`config.mk`:
```
export PLATFORM = sky130hd
export DESIGN_NAME = if_fetch_stage_flat
export DESIGN_NICKNAME = d
export VERILOG_FILES = /design/src/rtl/if_fetch_stage_if.sv /design/src/rtl/if_fetch_stage.sv /design/src/flat_wrapper.sv
export SDC_FILE = /design/constraint.sdc
export NUM_CORES = 1
export LEC_CHECK = 0
export ABC_AREA = 1
export CORE_UTILIZATION = 53
export DETAILED_ROUTE_END_ITERATION = 6
export GPL_ROUTABILITY_DRIVEN = 0
export PLACE_DENSITY = 0.8
export SLEW_MARGIN = 20
export SYNTH_ARGS = -nofsm -noshare
export SYNTH_HDL_FRONTEND = slang
export SYNTH_SLANG_ARGS = --single-unit
```
`constraint.sdc`:
```
create_clock -name clk -period 7.1 [get_ports clk]
set_input_delay 0.71 -clock clk [delete_from_list [all_inputs] [get_ports clk]]
set_output_delay 0.71 -clock clk [all_outputs]
set_load 0.01 [all_outputs]
```
`src/rtl/if_fetch_stage_if.sv`:
```
// Instruction-memory port: request/ready handshake with combinational address.
// The fetch stage is the master; the memory (or a bench model) is the slave.
interface if_fetch_stage_if #(
    parameter int unsigned ADDRESS_LEN     = 32,
    parameter int unsigned INSTRUCTION_LEN = 32
);
    logic                       req;
    logic [ADDRESS_LEN-1:0]     addr;
    logic                       ready;
    logic [INSTRUCTION_LEN-1:0] rdata;

    modport master (
        output req,
        output addr,
        input  ready,
        input  rdata
    );

    modport slave (
        input  req,
        input  addr,
        output ready,
        output rdata
    );
endinterface

```
`src/rtl/if_fetch_stage.sv`:
```
// Instruction-fetch stage and IF/ID pipeline register.
// Issues fetches on a variable-latency memory port and feeds decode one
// instruction per cycle when memory allows. A decode stall (freeze) holds
// IF/ID; a completed fetch during a stall is parked in a one-entry skid.
// An execute-stage redirect (branch_taken) squashes IF/ID and any parked
// or in-flight fetch. An in-flight fetch cannot be withdrawn without
// changing the address under a pending request, so it is drained in
// DISCARD and its data dropped.
module if_fetch_stage #(
    parameter int unsigned                ADDRESS_LEN     = 32,
    parameter int unsigned                INSTRUCTION_LEN = 32,
    parameter logic [ADDRESS_LEN-1:0]     RESET_PC        = 32'h0000_0000,
    parameter logic [INSTRUCTION_LEN-1:0] NOP_INSTR       = 32'hE1A0_0000
) (
    input  logic                       clk,
    input  logic                       rst,
    input  logic                       freeze,
    input  logic                       branch_taken,
    input  logic [ADDRESS_LEN-1:0]     branch_address,
    if_fetch_stage_if.master           imem,
    output logic [ADDRESS_LEN-1:0]     pc_out,
    output logic [INSTRUCTION_LEN-1:0] instruction_out,
    output logic                       valid_out
);

    typedef enum logic [1:0] {
        StFetch,
        StDiscard,
        StBuffered
    } state_e;

    state_e                     state_q, state_d;
    logic [ADDRESS_LEN-1:0]     pc_q, pc_d;
    logic [ADDRESS_LEN-1:0]     tgt_q, tgt_d;
    logic [ADDRESS_LEN-1:0]     skid_pc_q, skid_pc_d;
    logic [INSTRUCTION_LEN-1:0] skid_instr_q, skid_instr_d;
    logic [ADDRESS_LEN-1:0]     ifid_pc_q, ifid_pc_d;
    logic [INSTRUCTION_LEN-1:0] ifid_instr_q, ifid_instr_d;
    logic                       ifid_valid_q, ifid_valid_d;

    logic                       xfer;
    logic [ADDRESS_LEN-1:0]     pc_plus4;

    // Wraps modulo 2^ADDRESS_LEN; low bits are carried through untouched.
    assign pc_plus4 = pc_q + ADDRESS_LEN'(4);

    // Request is withdrawn only while a fetched word waits in the skid.
    assign imem.req  = (state_q != StBuffered);
    assign imem.addr = pc_q;
    // Ready without a request is not a transfer.
    assign xfer      = imem.req & imem.ready;

    assign pc_out          = ifid_pc_q;
    assign instruction_out = ifid_instr_q;
    assign valid_out       = ifid_valid_q;

    // Next-state: branch beats freeze beats normal flow.
    always_comb begin
        state_d      = state_q;
        pc_d         = pc_q;
        tgt_d        = tgt_q;
        skid_pc_d    = skid_pc_q;
        skid_instr_d = skid_instr_q;
        ifid_pc_d    = ifid_pc_q;
        ifid_instr_d = ifid_instr_q;
        ifid_valid_d = ifid_valid_q;

        if (branch_taken) begin
            // Bubble regardless of freeze; the skid is abandoned by leaving
            // BUFFERED.
            ifid_instr_d = NOP_INSTR;
            ifid_valid_d = 1'b0;
            if (state_q == StBuffered || imem.ready) begin
                pc_d    = branch_address;
                state_d = StFetch;
            end else begin
                // Keep the address stable; drain the pending fetch first.
                tgt_d   = branch_address;
                state_d = StDiscard;
            end
        end else if (freeze) begin
            unique case (state_q)
                StFetch: begin
                    if (imem.ready) begin
                        skid_pc_d    = pc_plus4;
                        skid_instr_d = imem.rdata;
                        pc_d         = pc_plus4;
                        state_d      = StBuffered;
                    end
                end
                StDiscard: begin
                    // IF/ID already holds a bubble; draining continues.
                    if (imem.ready) begin
                        pc_d    = tgt_q;
                        state_d = StFetch;
                    end
                end
                StBuffered: begin
                end
                default: begin
                    state_d = StFetch;
                end
            endcase
        end else begin
            unique case (state_q)
                StFetch: begin
                    if (imem.ready) begin
                        ifid_pc_d    = pc_plus4;
                        ifid_instr_d = imem.rdata;
                        ifid_valid_d = 1'b1;
                        pc_d         = pc_plus4;
                    end else begin
                        ifid_instr_d = NOP_INSTR;
                        ifid_valid_d = 1'b0;
                    end
                end
                StDiscard: begin
                    ifid_instr_d = NOP_INSTR;
                    ifid_valid_d = 1'b0;
                    if (imem.ready) begin
                        pc_d    = tgt_q;
                        state_d = StFetch;
                    end
                end
                StBuffered: begin
                    ifid_pc_d    = skid_pc_q;
                    ifid_instr_d = skid_instr_q;
                    ifid_valid_d = 1'b1;
                    state_d      = StFetch;
                end
                default: begin
                    state_d = StFetch;
                end
            endcase
        end
    end

    // Fetch control state: FSM, PC, redirect target.
    always_ff @(posedge clk or posedge rst) begin
        if (rst) begin
            state_q <= StFetch;
            pc_q    <= RESET_PC;
            tgt_q   <= RESET_PC;
        end else begin
            state_q <= state_d;
            pc_q    <= pc_d;
            tgt_q   <= tgt_d;
        end
    end

    // Skid entry and IF/ID pipeline register.
    always_ff @(posedge clk or posedge rst) begin
        if (rst) begin
            skid_pc_q    <= '0;
            skid_instr_q <= '0;
            ifid_pc_q    <= '0;
            ifid_instr_q <= NOP_INSTR;
            ifid_valid_q <= 1'b0;
        end else begin
            skid_pc_q    <= skid_pc_d;
            skid_instr_q <= skid_instr_d;
            ifid_pc_q    <= ifid_pc_d;
            ifid_instr_q <= ifid_instr_d;
            ifid_valid_q <= ifid_valid_d;
        end
    end

    // xfer is kept as a named handshake term for debug visibility.
    logic unused_xfer;
    assign unused_xfer = xfer;

endmodule

```
`src/flat_wrapper.sv`:
```
// flat-port wrapper written by rule: the top's interface ports become plain ports
module if_fetch_stage_flat 
#(
    parameter int unsigned                ADDRESS_LEN     = 32,
    parameter int unsigned                INSTRUCTION_LEN = 32,
    parameter logic [ADDRESS_LEN-1:0]     RESET_PC        = 32'h0000_0000,
    parameter logic [INSTRUCTION_LEN-1:0] NOP_INSTR       = 32'hE1A0_0000
)
  (clk, rst, freeze, branch_taken, branch_address, pc_out, instruction_out, valid_out, imem_req, imem_addr, imem_ready, imem_rdata);
  if_fetch_stage_if #(.ADDRESS_LEN(ADDRESS_LEN), .INSTRUCTION_LEN(INSTRUCTION_LEN)) imem_i ();
  input  logic clk;
  input  logic rst;
  input  logic freeze;
  input  logic branch_taken;
  input  logic [ADDRESS_LEN-1:0] branch_address;
  output logic [ADDRESS_LEN-1:0] pc_out;
  output logic [INSTRUCTION_LEN-1:0] instruction_out;
  output logic valid_out;
  output wire logic [$bits(imem_i.req)-1:0] imem_req;
  output wire logic [$bits(imem_i.addr)-1:0] imem_addr;
  input wire logic [$bits(imem_i.ready)-1:0] imem_ready;
  input wire logic [$bits(imem_i.rdata)-1:0] imem_rdata;
  assign imem_req = imem_i.req;
  assign imem_addr = imem_i.addr;
  assign imem_i.ready = imem_ready;
  assign imem_i.rdata = imem_rdata;
  if_fetch_stage #(.ADDRESS_LEN(ADDRESS_LEN), .INSTRUCTION_LEN(INSTRUCTION_LEN), .RESET_PC(RESET_PC), .NOP_INSTR(NOP_INSTR)) u_core (.clk(clk), .rst(rst), .freeze(freeze), .branch_taken(branch_taken), .branch_address(branch_address), .imem(imem_i), .pc_out(pc_out), .instruction_out(instruction_out), .valid_out(valid_out));
endmodule
```
==> results.md, run 1 <==
- Status: complete, no violations
- Fill count: 1,407
- Post-route DRC: 0
- Number of flops mapped to enable cells by yosys: 0
- Fin Setup TNS: 0 ns
- Switch share: 35.5%
- Synth unique cells: 33
- CTS Sinks: 195
- Top Ports: 167
- Crit share post-route: 47.1%
- Async S/R FF share, synth: 100%
- CP Max Fanout: 63
- Clock share of power: 24.0%
- Pint: 2.67 mW
- Row cnt: 48
- PD cells: 352 mW/mm²
- Share of cells above drive strength 1: 6.33%
- Final Setup Violations: 0
- Diode count: 0
- Critical Path AT: 3.67 ns
- Slew headroom: 23.0%
- Startpoint types: input port
- Total global routing overflow: 0
- Worst skew pair latency: 0.44 ns
- Wire per inst: 15.6 µm
- Core ar.: 0.0173 mm²
- P_sw: 1.47 mW
- Slowest stage delay, CP: 0.83 ns
- Largest net degree at the start of global routing: 136
- Routed Antenna Nets: 0
- End of the worst register-to-register path: u_core.imem.addr[10]
- Worst hold start: u_core.skid_instr_q[1]
- Post-CTS Resized: 0
- Sequential cell area fraction in the yosys report: 51.9%
- Tightest Pin Transition: 1.15 ns
- Die Span Y: 135 µm
- Die X: 135 µm
- Uppermost layer routed: met4
- Mean Syn Cell Area: 7.96 µm²
- DR vias/cell: 5.45
- Fin nets: 1,387
- DRT met1 WL: 10.8 mm
- Worst path cell trace: buf_2, nand3_4, nand2_1, nor2_2, nand2_2, inv_2, nor2_1, a21oi_1
- Crit path time final: 3.35 ns
- VDD IR max: 0.205 mV
- Htree depth: 4
- Wire length after detailed routing: 24.1 mm
- Hold_buf cts: 0
- Hold Path Stages: 2
- Worst r2r src: u_core.state_q[0]
- First-pass detailed-route iteration total: 5
- Reg2reg path depth: 10
- CP max-delay cell: buf_2
- R2r setup slk: 4.04 ns
- Syn nets: 1,257
- DRT iter0 DRCs: 748
- Register bit count reported by yosys: 195
- Worst hold path endpoint: u_core.skid_instr_q[1]
- WL met2: 11.1 mm
- CTS buffer count: 17
- Max clock buf depth: 2
- Data required time of the worst path: 7.42 ns
- Initial antenna violation count: 0
- Global-route wire length before repair: 39.4 mm
- Slew Viols, Final: 0
- Initial Util: 54.4%
- Worst hold-check path type: reg -> reg
- Area grow syn2layout: 25.2%
- Crit path max-delay family: simple AND/OR/NAND/NOR gates
- Vias in the first global route: 7,937
- Ys flop type: dfrtp_1
- Clock root buffer master: clkbuf_16
- Hold Fails Final Rpt: 0
- Final HPWL from detailed placement: 15.8 mm
- Port Buf Inserts: 166
- Post-CTS setup repair buffer count: 0
- Wire length on met3: 1.72 mm
- Max Fclk: 299 MHz
- Leakage: 5.53 nW
- Worst Skew: 0.00949 ns
- Vias: 8,449
- Total GRT Usage: 27.5%
- Worst Setup SP: branch_taken
- Part of the power in registers: 42.5%
- MaxCap Viol Count: 0
- WHS: 0.474 ns
- Synthesized area: 0.00942 mm²
- Gate power share: 33.5%
- YS warnings: 0
- Die area: 0.0183 mm²
- RSZ-0062 raised after global routing: no
- Setup Crit Path Kind: in -> reg
- CTS tree: yes
- Mapped Cells: 1,183
- Worst-path clk slew: 0.07 ns
- Worst path bufs/invs: 2
- Worst setup EP type: flip-flop
cell usage after synthesis, types with 10 or more instances:
cell type / instances / area (µm²)
o21ai_0: 49 / 245
a22oi_1: 35 / 263
o21ai_1: 36 / 180
a21oi_1: 98 / 490
inv_1: 105 / 394
nand3_1: 10 / 50.1
nor2_1: 59 / 221
dfrtp_1: 189 / 4730
buf_2: 18 / 90.1
o22ai_1: 34 / 213
clkbuf_1: 33 / 124
nand2_1: 421 / 1580
kinds of logic after synthesis:
family,synth area share [%]
AO/OA/AOI/OAI,16.4
XOR/XNOR,1.36
adder cells (fa/ha/maj),0.664
buffers and inverters,7.45
flip-flops,51.9
multiplexers,0.359
AND/OR/NAND/NOR,21.9
registers in the layout, indices dropped and copies added (netlist names):
signal and cells:
u_core.skid_instr_q 32, u_core.state_q 2, u_core.imem.addr 32, u_core.tgt_q 32, u_core.instruction_out 32, u_core.skid_pc_q 32
u_core.valid_out 1, u_core.pc_out 32
power groups by stage:
| stage | sequential, mW | clock [mW] | combinational, mW |
|---|---|---|---|
| 4_1_cts | 1.75 | 1.01 | 1.39 |
| 5_1_grt | 1.80 | 1.06 | 1.55 |
| 6_report | 1.76 | 0.996 | 1.39 |
| 3_5_place_dp | 1.77 | 0 | 1.38 |
| 3_3_place_gp | 1.76 | 0 | 1.34 |
| 2_1_floorplan | 1.77 | 0 | 0.708 |
worst max-delay path by stage:
stage / endpoint / depth (start not counted)
finish: u_core.imem.addr[10] / 8
global route: u_core.imem.addr[9] / 8
CTS: u_core.imem.addr[4] / 8
detailed placement: u_core.imem.addr[4] / 8
global placement: u_core.imem.addr[4] / 8
floorplan: u_core.imem.addr[0] / 1
metal layers:
metal,vias to the layer above,track usage [%]
li1,4070,-
met1,3964,39.4
met5,-,0
met2,371,42.2
met4,0,9.55
met3,44,4.64
stage by stage:
step                      worst slack [ns]  cells  total power [mW]  utilization, %  area [µm²]
after floorplan                       1.09   1183              2.48               -        9420
after global routing                  3.45   1551              4.40            68.1       11800
after CTS                             3.23   1551              4.15            68.1       11800
after global placement                2.94   1519              3.10            64.6       11200
after detailed placement              2.82   1519              3.15            64.6       11200
final                                 3.75   1551              4.15            68.1       11800
worst register-to-register path: stages (launching register included):
cell     delay [ns]
dfrtp_1        0.37
inv_1          0.09
ha_2           0.21
inv_2          0.27
nand3_4        0.55
nand2_1        0.30
nor2_2         0.05
nand2_2        0.73
inv_2          0.17
nor2_1         0.14
a21oi_1        0.05
layout make-up:
class	instances	area [µm²]	area share (%)
repair buffers	174	1720	14.6
well taps	225	282	2.39
multi-input cells	810	3850	32.7
flip-flops and latches	195	4890	41.5
clock inverters	12	153	1.30
clock buffers	20	457	3.87
inverters	115	440	3.74
cells in the final DEF, fill, tap and decap left out, types with 3 or more instances in the layout:
cell,instances
nand2_1,421
dfrtp_1,189
clkdlybuf4s50_1,165
inv_1,104
a21oi_1,98
nor2_1,58
o21ai_0,49
o21ai_1,36
a22oi_1,35
o22ai_1,34
clkbuf_16,17
nand3_1,10
xor2_1,9
inv_2,8
nor2_2,8
nand3b_1,8
buf_4,8
a31oi_1,7
o211ai_1,6
nor2_4,6
dfstp_2,6
o21a_1,5
clkinv_2,5
ha_1,4
nand2_2,3
xor2_2,3
mux2_2,3
bufinv_16,3
Power figures use the tool's default switching activity.
==> run 2: changes to the inputs <==
==> constraint.sdc (replaced) <==
create_clock -name clk -period 3.35 [get_ports clk]
set_input_delay 0.335 -clock clk [delete_from_list [all_inputs] [get_ports clk]]
set_output_delay 0.335 -clock clk [all_outputs]
set_load 0.01 [all_outputs]
==> run 2 against run 1 <==
Effect of this change:
- wire length shrank 1.2%
- clock-buffer cell count shrank 1
- highest routed layer unchanged
- critical path type is now reg -> out
- clock skew is essentially flat
==> results.md, run 2 (synthesized netlist as in run 1, its figures left out) <==
- Startpoint types: flip-flop
- Row cnt: 48 (unchanged)
- Fill count: 1,375 (-2.3%)
- Worst Skew: 0.00908 ns (-0.000407 ns)
- Fin nets: 1,394 (+0.50%)
- Vias: 8,421 (-0.33%)
- Port Buf Inserts: 166 (unchanged)
- Slowest stage delay, CP: 0.64 ns (-0.19 ns)
- Diode count: 0 (unchanged)
- Post-CTS setup repair buffer count: 0 (unchanged)
- Initial antenna violation count: 0 (unchanged)
- Total global routing overflow: 0 (unchanged)
- Hold Fails Final Rpt: 0 (unchanged)
- Max Fclk: 417 MHz
- VDD IR max: 0.427 mV (+110%)
- Initial Util: 54.4% (unchanged)
- Worst r2r src: u_core.state_q[0]
- Area grow syn2layout: 25.9%
- Worst-path clk slew: 0.07 ns (about the same)
- Vias in the first global route: 7,719 (-2.7%)
- Total GRT Usage: 27.0% (-0.50 points)
- Crit path time final: 2.40 ns
- First-pass detailed-route iteration total: 5 (unchanged)
- Hold_buf cts: 0 (unchanged)
- Data required time of the worst path: 3.01 ns (-4.41 ns)
- Crit path max-delay family: buffers and inverters
- Worst setup EP type: primary output
- Htree depth: 4 (unchanged)
- Slew headroom: 44.1% (+21 points)
- Core ar.: 0.0173 mm² (unchanged)
- Fin Setup TNS: 0 ns (unchanged)
- Largest net degree at the start of global routing: 114 (-16%)
- Routed Antenna Nets: 0 (unchanged)
- DR vias/cell: 5.41 (-0.78%)
- DRT iter0 DRCs: 779 (+4.1%)
- Share of cells above drive strength 1: 6.83% (+0.49 points)
- Wire length after detailed routing: 23.8 mm (-1.2%)
- CTS Sinks: 195 (unchanged)
- CP max-delay cell: clkdlybuf4s50_1
- Final Worst Setup Slack: 0.953 ns (-2.80 ns)
- Worst path bufs/invs: 3 (+1)
- Crit share post-route: 71.5%
- Place WS: 0.977 ns (-1.85 ns)
- WHS: 0.299 ns (-0.175 ns)
- Multi-input gate area: 0.00384 mm² (-0.19%)
- Die area: 0.0183 mm² (unchanged)
- Top Ports: 167 (unchanged)
- Sequential Area: 0.00489 mm² (unchanged)
- Critical Path AT: 2.06 ns (-1.61 ns)
- Global-route wire length before repair: 38.8 mm (-1.6%)
- Post-CTS Resized: 0 (unchanged)
- Worst Setup SP: u_core.state_q[0]
- Die X: 135 µm (unchanged)
- Worst skew pair latency: 0.43 ns (about the same)
- Post-route DRC: 0 (unchanged)
- Setup Crit Path Kind: reg -> out
- DP Area: 0.0112 mm² (+0.66%)
- MaxCap Viol Count: 0 (unchanged)
- Max clock buf depth: 2 (unchanged)
- Wire per inst: 15.3 µm (-1.7%)
- RSZ-0062 raised after global routing: no
- Placed cell count: 1,526 (+0.46%)
- Status: complete, no violations
- CTS tree: yes
- Leading cell type in the layout, fill and taps excluded: nand2_1
- Clock root buffer master: clkbuf_16
- Final Setup Violations: 0 (unchanged)
- R2r setup slk: 0.95 ns (-3.09 ns)
- Final std cells w/o fill: 1,558 (+0.45%)
- Design Area, Final: 0.0119 mm² (+0.60%)
- Most frequent cells in the layout: 421 x nand2_1, 189 x dfrtp_1, 165 x clkdlybuf4s50_1
- Leakage: 5.56 nW (+0.52%)
- CTS buffer count: 17 (unchanged)
- Worst hold-check path type: in -> async
- PD cells: 743 mW/mm² (+110%)
- Tightest Pin Transition: 0.834 ns (-0.320 ns)
- CP Max Fanout: 16 (-75%)
- Final HPWL from detailed placement: 16.0 mm (+1.1%)
- Slew Viols, Final: 0 (unchanged)
- Die Span Y: 135 µm (unchanged)
- Worst path cell trace: inv_1, ha_2, inv_2, clkdlybuf4s50_1
[run 2: final timing paths]
check | to | cells past startpoint
min in group clk | u_core.state_q[1] | 4
max in group asynchronous | u_core.instruction_out[25] | 3
setup reg to reg | u_core.pc_out[10] | 9
setup / recovery | imem_req | 4
hold / removal | u_core.tgt_q[2] | 2
hold reg to reg | u_core.skid_instr_q[3] | 2
[run 2: layout make-up]
type / instances / area share [%]
clock inverter: 13 / 1.46
tap: 225 / 2.37
sequential: 195 / 41.2
timing repair buffer: 181 / 15.1
inverter: 115 / 3.67
clock buffer: 19 / 3.74
multi-input combinational: 810 / 32.4
[run 2: layer usage]
| metal | GRT usage (%) | routed length, µm | vias up | share of wire [%] |
|---|---|---|---|---|
| met2 | 42.4 | 11200 | 343 | 47 |
| met3 | 3.82 | 1550 | 38 | 6.5 |
| li1 | - | - | 4083 | - |
| met1 | 38.4 | 10600 | 3957 | 45 |
| met4 | 8.99 | 418 | 0 | 1.8 |
| met5 | 0 | 0 | - | 0 |
[run 2: worst register-to-register path, delay by kind of cell, from the launching register on]
kind            cells  cell delay, ns
buf+inv             3            0.85
compound gates      4            0.60
flops               1            0.40
fa+ha+maj           1            0.29
simple gates        1            0.14
[run 2: power breakdown]
| group | internal (mW) | total [mW] | switching (mW) |
|---|---|---|---|
| clock network | 1.21 | 2.13 | 0.919 |
| logic | 1.35 | 2.95 | 1.60 |
| registers | 3.12 | 3.73 | 0.619 |
[run 2: through the flow]
step	utilization [%]	total power, mW
final	68.6	8.81
after global routing	68.6	9.34
after CTS	68.6	8.82
after detailed placement	65.0	6.68
after global placement	65.0	6.59
after floorplan	-	5.26
